File: src/rtl/shift_register_pkg.sv
// Shared mode encodings and FSM state type for the universal shift register.
package shift_register_pkg;

    localparam logic [2:0] MODE_HOLD = 3'b000;
    localparam logic [2:0] MODE_LOAD = 3'b001;
    localparam logic [2:0] MODE_SHL  = 3'b010;
    localparam logic [2:0] MODE_SHR  = 3'b011;
    localparam logic [2:0] MODE_ROL  = 3'b100;
    localparam logic [2:0] MODE_ROR  = 3'b101;
    localparam logic [2:0] MODE_ASR  = 3'b110;
    localparam logic [2:0] MODE_CLR  = 3'b111;

    typedef enum logic {
        ST_IDLE = 1'b0,
        ST_RUN  = 1'b1
    } state_t;

    // Shift/rotate modes are the contiguous block SHL..ASR.
    function automatic logic is_shift(input logic [2:0] m);
        return (m >= MODE_SHL) && (m <= MODE_ASR);
    endfunction

endpackage

File: src/rtl/shift_step_unit.sv
// One-step next-value function, shared by single-step and burst paths.
module shift_step_unit
    import shift_register_pkg::*;
#(
    parameter int WIDTH = 8
) (
    input  logic [WIDTH-1:0] q_i,
    input  logic [2:0]       mode_i,
    input  logic [WIDTH-1:0] d_i,
    input  logic             ser_in_l_i,
    input  logic             ser_in_r_i,
    output logic [WIDTH-1:0] q_next_o
);

    always_comb begin
        q_next_o = q_i;
        case (mode_i)
            MODE_HOLD: q_next_o = q_i;
            MODE_LOAD: q_next_o = d_i;
            MODE_SHL:  q_next_o = {q_i[WIDTH-2:0], ser_in_r_i};
            MODE_SHR:  q_next_o = {ser_in_l_i, q_i[WIDTH-1:1]};
            MODE_ROL:  q_next_o = {q_i[WIDTH-2:0], q_i[WIDTH-1]};
            MODE_ROR:  q_next_o = {q_i[0], q_i[WIDTH-1:1]};
            MODE_ASR:  q_next_o = {q_i[WIDTH-1], q_i[WIDTH-1:1]};
            MODE_CLR:  q_next_o = '0;
            default:   q_next_o = q_i;
        endcase
    end

endmodule

File: src/rtl/shift_register_universal.sv
// Universal WIDTH-bit register: hold/load/clear/shift/rotate, single-step or
// counted burst with busy/done handshake.
module shift_register_universal
    import shift_register_pkg::*;
#(
    parameter int              WIDTH     = 8,
    parameter logic [WIDTH-1:0] RESET_VAL = '0,
    localparam int             CW        = $clog2(WIDTH + 1)
) (
    input  logic             clk,
    input  logic             reset_n,
    input  logic             en,
    input  logic [2:0]       mode,
    input  logic [WIDTH-1:0] d,
    input  logic             ser_in_l,
    input  logic             ser_in_r,
    input  logic             start,
    input  logic [CW-1:0]    count,
    output logic [WIDTH-1:0] q,
    output logic             ser_out_l,
    output logic             ser_out_r,
    output logic             busy,
    output logic             done
);

    state_t           state_q, state_d;
    logic [WIDTH-1:0] q_q, q_d;
    logic [2:0]       mode_q, mode_d;
    logic [CW-1:0]    rem_q, rem_d;
    logic             done_q, done_d;

    logic [2:0]       step_mode;
    logic [WIDTH-1:0] q_next;
    logic [CW-1:0]    n_clamp;

    // A running burst keeps using the mode latched at start.
    assign step_mode = (state_q == ST_RUN) ? mode_q : mode;
    assign n_clamp   = (count > CW'(WIDTH)) ? CW'(WIDTH) : count;

    shift_step_unit #(.WIDTH(WIDTH)) u_step (
        .q_i        (q_q),
        .mode_i     (step_mode),
        .d_i        (d),
        .ser_in_l_i (ser_in_l),
        .ser_in_r_i (ser_in_r),
        .q_next_o   (q_next)
    );

    always_comb begin
        state_d = state_q;
        q_d     = q_q;
        mode_d  = mode_q;
        rem_d   = rem_q;
        done_d  = 1'b0;
        case (state_q)
            ST_IDLE: begin
                if (start) begin
                    mode_d = mode;
                    done_d = 1'b1;
                    if (!is_shift(mode) || (n_clamp != '0))
                        q_d = q_next;
                    // Bursts of two or more shifts finish in RUN; shorter ones complete now.
                    if (is_shift(mode) && (n_clamp >= CW'(2))) begin
                        state_d = ST_RUN;
                        rem_d   = n_clamp - CW'(1);
                        done_d  = 1'b0;
                    end
                end else if (en) begin
                    q_d = q_next;
                end
            end
            ST_RUN: begin
                q_d = q_next;
                if (rem_q != '0)
                    rem_d = rem_q - CW'(1);
                if (rem_q <= CW'(1)) begin
                    state_d = ST_IDLE;
                    done_d  = 1'b1;
                end
            end
            default: state_d = ST_IDLE;
        endcase
    end

    always_ff @(posedge clk) begin
        if (!reset_n) begin
            state_q <= ST_IDLE;
            q_q     <= RESET_VAL;
            mode_q  <= MODE_HOLD;
            rem_q   <= '0;
            done_q  <= 1'b0;
        end else begin
            state_q <= state_d;
            q_q     <= q_d;
            mode_q  <= mode_d;
            rem_q   <= rem_d;
            done_q  <= done_d;
        end
    end

    assign q         = q_q;
    assign ser_out_l = q_q[WIDTH-1];
    assign ser_out_r = q_q[0];
    assign busy      = (state_q == ST_RUN);
    assign done      = done_q;

endmodule
File: config.mk
export PLATFORM = sky130hd
export DESIGN_NAME = shift_register_universal
export DESIGN_NICKNAME = d
export VERILOG_FILES = /design/src/rtl/shift_register_pkg.sv /design/src/rtl/shift_step_unit.sv /design/src/rtl/shift_register_universal.sv
export SDC_FILE = /design/constraint.sdc
export NUM_CORES = 1
export LEC_CHECK = 0
export CAP_MARGIN = 40
export CORE_MARGIN = 8
export CORE_UTILIZATION = 40
export CTS_CLUSTER_DIAMETER = 60
export DETAILED_ROUTE_END_ITERATION = 8
export PLACE_DENSITY_LB_ADDON = 0.15
export SETUP_SLACK_MARGIN = 0.2
export SYNTH_ARGS = -nofsm -noshare
export SYNTH_HDL_FRONTEND = slang
export SYNTH_SLANG_ARGS = --single-unit
File: constraint.sdc
create_clock -name clk -period 2.15 [get_ports clk]
set_clock_uncertainty 0.2 [all_clocks]
set_input_delay 0.43 -clock clk [delete_from_list [all_inputs] [get_ports clk]]
set_output_delay 0.43 -clock clk [all_outputs]
set_load 0.005 [all_outputs]
# After elaboration in Yosys (flattened, before gate mapping)
# Index checks and enable logic that the tools add are counted.
[word_totals] regBits=17 latchBits=0 mem_bits_rw=0 romBits=0 inputBits=21 output_inout_bits=12 word_cells=54 n_memories=0
[classes] add_sub_neg=2 mul=0 n_div=0 magnitude_cmp=5 eq_ne=12 n_shift=0 mux=19 bitwise_logic=1 n_reduce_logical=10
[ops] cell="8-bit case mux with 8 select lines" count=1
[ops] cell="8-bit two-way mux" count=3
[ops] cell="4-bit two-way mux" count=4
[ops] cell="8-bit case mux with 2 select lines" count=1
[ops] cell="3-bit == test, second input constant" count=4
[ops] cell="4-bit case mux with 2 select lines" count=1
[ops] cell="4-bit nonzero test" count=2
[ops] cell="4-bit by 1-bit subtractor with 4-bit output, second input constant" count=2
[ops] cell="3-bit by 2-bit == test with 1-bit output, second input constant" count=2
[ops] cell="1-bit two-way mux" count=6
[ops] cell="3-bit != test, second input constant" count=2
[ops] cell="4-bit by 2-bit greater-or-equal comparator with 1-bit output, second input constant" count=1
[ops] cell="4-bit greater-than comparator, second input constant" count=1
[ops] cell="4-bit by 1-bit <= comparator with 1-bit output, second input constant" count=1
[ops] cell="2-bit != test, second input constant" count=2
[ops] cell="1-bit case mux with 2 select lines" count=2
[ops] cell="2-bit AND reduction" count=2
[ops] cell="3-bit by 1-bit == test with 1-bit output, second input constant" count=1
[ops] cell="3-bit by 2-bit greater-or-equal comparator with 1-bit output, second input constant" count=1
[ops] cell="3-bit <= comparator, second input constant" count=1
[ops] cell="3-bit zero test" count=1
[ops] cell="3-bit two-way mux" count=1
[ops] cell="3-bit AND reduction" count=1
[ops] cell="1-bit logical AND" count=2
[ops] cell="other kinds (4)" count=4

# Logic depth before layout (Yosys ltp)
# Gate-level depths: netlist (run 1).
[depth] ltp_word=7 ltp_mapped=8 mapped_depth_nobuf=8

# Cells and area by module
# Synthesis (run 1) repeated with hierarchy kept, for this count alone.
[hier_totals] cells_unflattened=166 area_unflattened_um2=1392.6
[by_module_without_submodules] module="shift_register_universal" n_inst=1 cells_per_inst=106 area_per_inst_um2=982.2 seq_area_each_um2=340.3
[by_module_without_submodules] module="shift_step_unit" n_inst=1 cells_per_inst=60 area_per_inst_um2=410.4 seq_area_each_um2=0.0

# Worst setup path after synthesis (run 1)
# OpenSTA, ideal clock, no wires.
[synth_timing] path_kind="input to register" start="input port count[3]" end="register q_q[6] (netlist: q[6])" setup_time_ns=0.117 arrival_ns=1.716 required_time_ns=1.833 setup_slack_ns=0.117 path_stages=8 path_buffers=1 path_cell_list="nand2b_1 ha_1 nand2_1 nor4bb_1 o41a_1 and2_0 clkbuf_1 a32o_1"
[synth_via] elab_chain_cells=6
[synth_rtl] item="start: declaration" line="shift_register_universal.sv:18" source="input logic [CW-1:0] count,"
[synth_rtl] item="4-bit greater-than comparator" line="shift_register_universal.sv:38" source="assign n_clamp = (count > CW'(WIDTH)) ? CW'(WIDTH) : count;"
[synth_rtl] item="4-bit two-way mux *" line="shift_register_universal.sv:38"
[synth_rtl] item="4-bit nonzero test *" line="shift_register_universal.sv:60" source="if (!is_shift(mode) || (n_clamp != '0))"
[synth_rtl] item="1-bit logical OR *" line="shift_register_universal.sv:60"
[synth_rtl] item="3-bit != test (no source line) *"
[synth_rtl] item="2-bit AND reduction (no source line) *"
[synth_rtl] item="end signal: assignment" line="shift_register_universal.sv:94" source="q_q <= q_d;"
[synth_rtl] item="end: declaration" line="shift_register_universal.sv:27" source="logic [WIDTH-1:0] q_q, q_d;"
# Mark *: on every way between the ends. The rest lies on a longest branch, timed or not.
# A chain may end at the register's enable or synchronous reset.

# Worst setup path in the final report (run 1)
[layout_timing] start="input port count[2]" end="register q_q[2] (netlist: q[2])"
# The elaborated chain is that of the path after synthesis.

==> results of run 1 <==
worst max-delay path by stage:
stage	startpoint	to	slack [ns]
global placement	mode[2]	q[5]	-0.48
finish	count[2]	q[2]	0.18
global route	count[2]	q[2]	0.13
detailed placement	mode[2]	q[2]	-0.53
floorplan	count[3]	q[6]	0.16
CTS	count[3]	rem_q[1]	0.19
critical path: stages:
cell	delay (ns)
dlygate4sd2_1	0.25
or2_4	0.24
nor4bb_2	0.32
o41a_1	0.37
nor2b_4	0.11
a32o_1	0.23
state kept, by name, indices dropped and copies added, names as in the netlist:
name,count
mode_q,3
done,1
q,8
busy,1
rem_q,4
cells by family after synthesis:
kind of cell               Yosys count  share of synthesized area
adders and majority gates            6                     0.0612
DFF                                 17                      0.277
AOI/OAI and AO/OA                   45                      0.280
xor gates and xnor gates             3                     0.0214
and+or+nand+nor                     53                      0.237
buffers and inverters               18                     0.0652
muxes                                7                     0.0581
stage by stage:
| step | hold WS (ns) | util |
|---|---|---|
| after floorplan | 0.262 | - |
| after global placement | 0.288 | 0.568 |
| after detailed placement | 0.304 | 0.568 |
| after CTS | 0.318 | 0.590 |
| after global routing | 0.226 | 0.603 |
| final | 0.210 | 0.603 |
cells in the final DEF (no fill, tap or decap), types with 2 or more instances in the layout:
| master | synthesis | final |
|---|---|---|
| a32o_1 | 7 | 7 |
| inv_1 | 7 | 7 |
| clkbuf_4 | 0 | 3 |
| dlygate4sd2_1 | 0 | 2 |
| a21oi_1 | 6 | 6 |
| clkbuf_2 | 0 | 2 |
| nor2b_1 | 6 | 5 |
| clkdlybuf4s50_1 | 0 | 24 |
| o31ai_1 | 3 | 2 |
| o211ai_1 | 2 | 2 |
| and3_1 | 2 | 2 |
| dfxtp_1 | 17 | 15 |
| ha_1 | 6 | 5 |
| or2_4 | 0 | 2 |
| buf_4 | 2 | 20 |
| nand3_1 | 5 | 5 |
| mux2i_1 | 6 | 5 |
| a221o_1 | 7 | 7 |
| nand2b_1 | 10 | 8 |
| nor3_1 | 3 | 3 |
| xnor2_1 | 2 | 2 |
| nand2_1 | 9 | 8 |
| o21a_1 | 2 | 2 |
| o21ai_0 | 9 | 7 |
| buf_6 | 0 | 4 |
| nand2b_4 | 0 | 2 |
| nor2_1 | 7 | 7 |
cells in the mapped netlist, types with 2 or more instances:
cell type	count
nor2_1	7
o21ai_0	9
nor3_1	3
a32o_1	7
nor2b_1	6
o31ai_1	3
xnor2_1	2
buf_4	2
dfxtp_1	17
buf_2	4
o21a_1	2
nand3_1	5
inv_1	7
mux2i_1	6
nand2b_1	10
nand2_1	9
a221o_1	7
ha_1	6
clkbuf_1	4
a21oi_1	6
and3_1	2
o211ai_1	2
layer usage:
metal,wire [µm],share of wire,vias up
met1,1550,0.44,629
li1,-,-,649
met2,1770,0.50,23
met4,40,0.011,0
met5,0,0,-
met3,148,0.042,4
where the power goes:
part           total (mW)  switching [mW]  internal, mW
combinational       0.421           0.181         0.240
clock               0.174           0.105        0.0690
sequential          0.405          0.0512         0.354
total                1.00           0.337         0.663
timing repair:
action,CTS,global route
pin swaps,6,6
buffers inserted,1,2
endpoints found under the setup margin,15,13
resized for setup,27,21
area by class of cell:
class	count	area share
clock buffers	3	0.0126
repair buffers	53	0.264
flip-flops and latches	17	0.192
multi-input cells	114	0.491
well taps	33	0.0230
clock inverters	1	0.00279
inverters	7	0.0146
==> impl_metrics.yaml, run 1 <==
worst_setup_path:
  crit_type: "in -> reg"
  timing.rr.start: "mode_q[2]"
  rrSetupSlack_ns: 0.32
  timing.rr.end: "q[2]"
  start_kind: "input pin"
  end_kind: "flop"
  worst-r2r-cell-count: 5
  crit_required_ns: 2.14
  critPathMaxFanout: 7
  critical_path_arrival_ns: 1.96
layout:
  final_cells: 228
  regArea_um2: 345
  layout-drive-gt1-share: 0.251
  final_area_mm2: 0.00179
  multi_input_area_um2: 881
  antenna_cells: 0
  nNetsFinal: 223
  n_fill_cell: 292
  syn_to_final_growth_pct: 46.2
global_routing:
  grt_use_met2: 0.238
  busiest_layer: "met2"
  overflow: 0
  grtUsageMet1: 0.161
  grt_max_degree: 14
  groute.usage.overall: 0.136
  grt_pass1_vias: 1274
  grt_pass1_wl_mm: 5.82
  antenna_found_initial: 0
  use_met3: 0.0237
yosys:
  syn-num-nets: 176
  synthArstFlopShare: 0
  yosysUniqueCellTypes: 45
  netlist_area_mm2: 0.00123
  synth.avg_cell_area_um2: 8.24
  netlist_instances: 149
  synth_area_leaders: "dfxtp_1, ha_1, a221o_1"
  synth_top_area_share: 0.277
  ys_warn_count: 0
  synth_edf_count: 0
  synth-main-ff-cell: "dfxtp_1"
  synth_area_leader_cell: "dfxtp_1"
  ys_ff_latch: 17
  ys_seq_area_frac: 0.277
run:
  maxCapViolations: 0
placed_design:
  placed_area_mm2: 0.00169
  gp_congestion: 0.829
  port-buffer-count: 32
  post-place-ws_ns: -0.530
  post-place-cells: 221
  hpwlAfterDp_mm: 2.68
clocking:
  postCtsHoldBufs: 0
  cts.clk_slew.worst_paths_ns: 0.10
  cts-root-buf: "clkbuf_4"
  cts_max_path_buffers: 2
  clock_latency_ns: 0.29
  numCtsBuffers: 3
  cts_tree: "done"
  cts_max_level: 1
  cts_num_sinks: 17
pwr:
  p_leak_nw: 0.716
  peakVddDrop_mv: 0.315
  p_per_area_mw_per_mm2: 557
  finalPower_mw: 1.00
timing:
  rsz0062_at_grt: "no"
  clock.fmax_mhz: 508
  fin_setup_tns_ns: 0
  tightest_slew_ns: 0.505
  period_minus_slack_ns: 1.97
  fin_ws_ns: 0.183
  relSlewSlack: 0.661
  finalCritPeriodShare: 0.915
  slew_viol_final: 0
  finalSetupViolCount: 0
  finalHoldViolations: 0
worst_hold_path:
  hold_path_depth: 3
  hold_class: "in -> reg"
  whs_endpoint: "mode_q[2]"
  hp-start: "mode[2]"
floorplanning:
  rows: 20
  dieHeight_um: 71.4
  core_area_mm2: 0.00298
  die_x_um: 71.4
  initial_utilization: 0.412
  die_area_mm2: 0.00510
  ios: 33
route:
  wl_per_cell_um: 15.4
  drt_wl_total_mm: 3.52
  routed_via_density: 5.72
  drc_errors: 0
  dr.first_iter.drc_count: 122
  ant_nets: 0
  drt_pass1_iterations: 4
  num_vias: 1305
status:
  status: "finished, final reports clean"
Note: power is estimated with default switching activity, not from simulation.
==> inputs of run 2 (changes only) <==
--- a/config.mk
+++ b/config.mk
@@ -7,7 +7,7 @@
 export LEC_CHECK = 0
 export CAP_MARGIN = 40
 export CORE_MARGIN = 8
-export CORE_UTILIZATION = 40
+export CORE_UTILIZATION = 48
 export CTS_CLUSTER_DIAMETER = 60
 export DETAILED_ROUTE_END_ITERATION = 8
 export PLACE_DENSITY_LB_ADDON = 0.15
==> impl_metrics.yaml, run 2 (synthesis gave the netlist of run 1 again) <==
status:
  status: "finished, final reports clean"
worst_hold_path:
  hold_class: "in -> reg"
  hold_path_depth: 3
placed_design:
  post-place-ws_ns: -0.546
  port-buffer-count: 32
  hpwlAfterDp_mm: 2.59
  gp_congestion: 0.819
clocking:
  cts_max_path_buffers: 2
  postCtsHoldBufs: 0
  clock_latency_ns: 0.30
  cts-root-buf: "clkbuf_4"
  cts_max_level: 1
  numCtsBuffers: 3
  cts_tree: "done"
  cts.clk_slew.worst_paths_ns: 0.10
  cts_num_sinks: 17
floorplanning:
  die_area_mm2: 0.00443
  initial_utilization: 0.500
  core_area_mm2: 0.00245
  rows: 18
  die_x_um: 66.6
  ios: 33
  dieHeight_um: 66.6
timing:
  fin_setup_tns_ns: 0
  finalHoldViolations: 0
  relSlewSlack: 0.547
  whs_ns: 0.205
  period_minus_slack_ns: 1.93
  finalSetupViolCount: 0
  rsz0062_at_grt: "no"
  clock.fmax_mhz: 517
  slew_viol_final: 0
  fin_ws_ns: 0.217
  tightest_slew_ns: 0.674
  finalCritPeriodShare: 0.899
pwr:
  p_per_area_mw_per_mm2: 556
  peakVddDrop_mv: 0.457
  p_leak_nw: 0.767
worst_setup_path:
  start_kind: "input pin"
  crit_required_ns: 2.15
  critPathMaxFanout: 5
  crit_type: "in -> reg"
  end_kind: "flop"
  worst-r2r-cell-count: 4
  critical_path_arrival_ns: 1.94
route:
  routed_via_density: 5.79
  num_vias: 1325
  drt_pass1_iterations: 4
  drc_errors: 0
  drt_wl_total_mm: 3.52
  ant_nets: 0
  wl_per_cell_um: 15.4
  dr.first_iter.drc_count: 74
global_routing:
  grt_pass1_vias: 1315
  grt_pass1_wl_mm: 5.82
  groute.usage.overall: 0.164
  grt_max_degree: 15
  overflow: 0
  antenna_found_initial: 0
layout:
  final_cell_mix: "clkdlybuf4s50_1, buf_4, dfxtp_1"
  antenna_cells: 0
  final_common_cell: "clkdlybuf4s50_1"
  syn_to_final_growth_pct: 51.4
  n_fill_cell: 183
  largest_register_ff_count: 8
  nNetsFinal: 227
  layout-drive-gt1-share: 0.296
run:
  maxCapViolations: 0
## run 2: changes by cell type in the layout (fill, tap and decap cells not counted), sizes merged
cell / before / now
buf: 24 / 28
## run 2: worst max-delay path: stages
cell	delay [ns]
buf_6	0.11
or2_4	0.25
nor4bb_4	0.17
o41a_1	0.44
buf_4	0.17
and3_4	0.16
a31o_2	0.20
## run 2: worst paths after layout
| path | startpoint | end | slack [ns] |
|---|---|---|---|
| max | mode[1] | q[0] | 0.22 |
| min | mode[2] | mode_q[2] | 0.20 |
| max reg2reg | mode_q[0] | q[2] | 0.35 |
| min reg2reg | rem_q[0] | rem_q[0] | 0.31 |
## run 2: where the power goes
part | internal (mW) | leakage [nW] | switching [mW]
combinational | 0.257 | 0.608 | 0.189
sequential | 0.355 | 0.141 | 0.0537
clock | 0.0694 | 0.0177 | 0.109
## run 2: metrics by stage
stage               power [mW]  cell area [µm²]  utilization  std cells
CTS                       1.01             1800        0.733        227
detailed placement       0.808             1690        0.690        219
finish                    1.03             1860        0.757        229
floorplan                0.632             1250            -        149
global route              1.10             1860        0.757        229
global placement         0.797             1690        0.690        219
## run 2: timing repair
action,4_1_cts,5_1_grt
setup buffers,4,2
hold endpoints to repair,0,0
pin swaps,5,8
resized for setup,34,23
endpoints found under the setup margin,15,12
## run 2: cell type report
class	count	area (µm²)	share of cell area
clock inverters	1	5.00	0.00269
repair buffers	57	507	0.273
clock buffers	3	22.5	0.0121
inverters	7	26.3	0.0141
flip-flops and latches	17	348	0.187
well taps	30	37.5	0.0202
multi-input cells	114	912	0.491
## run 2: routing by layer
| layer | share of wire | track usage |
|---|---|---|
| met5 | 0 | 0 |
| met4 | 0.021 | 0.0773 |
| met3 | 0.047 | 0.0302 |
| met2 | 0.50 | 0.286 |
| met1 | 0.43 | 0.186 |
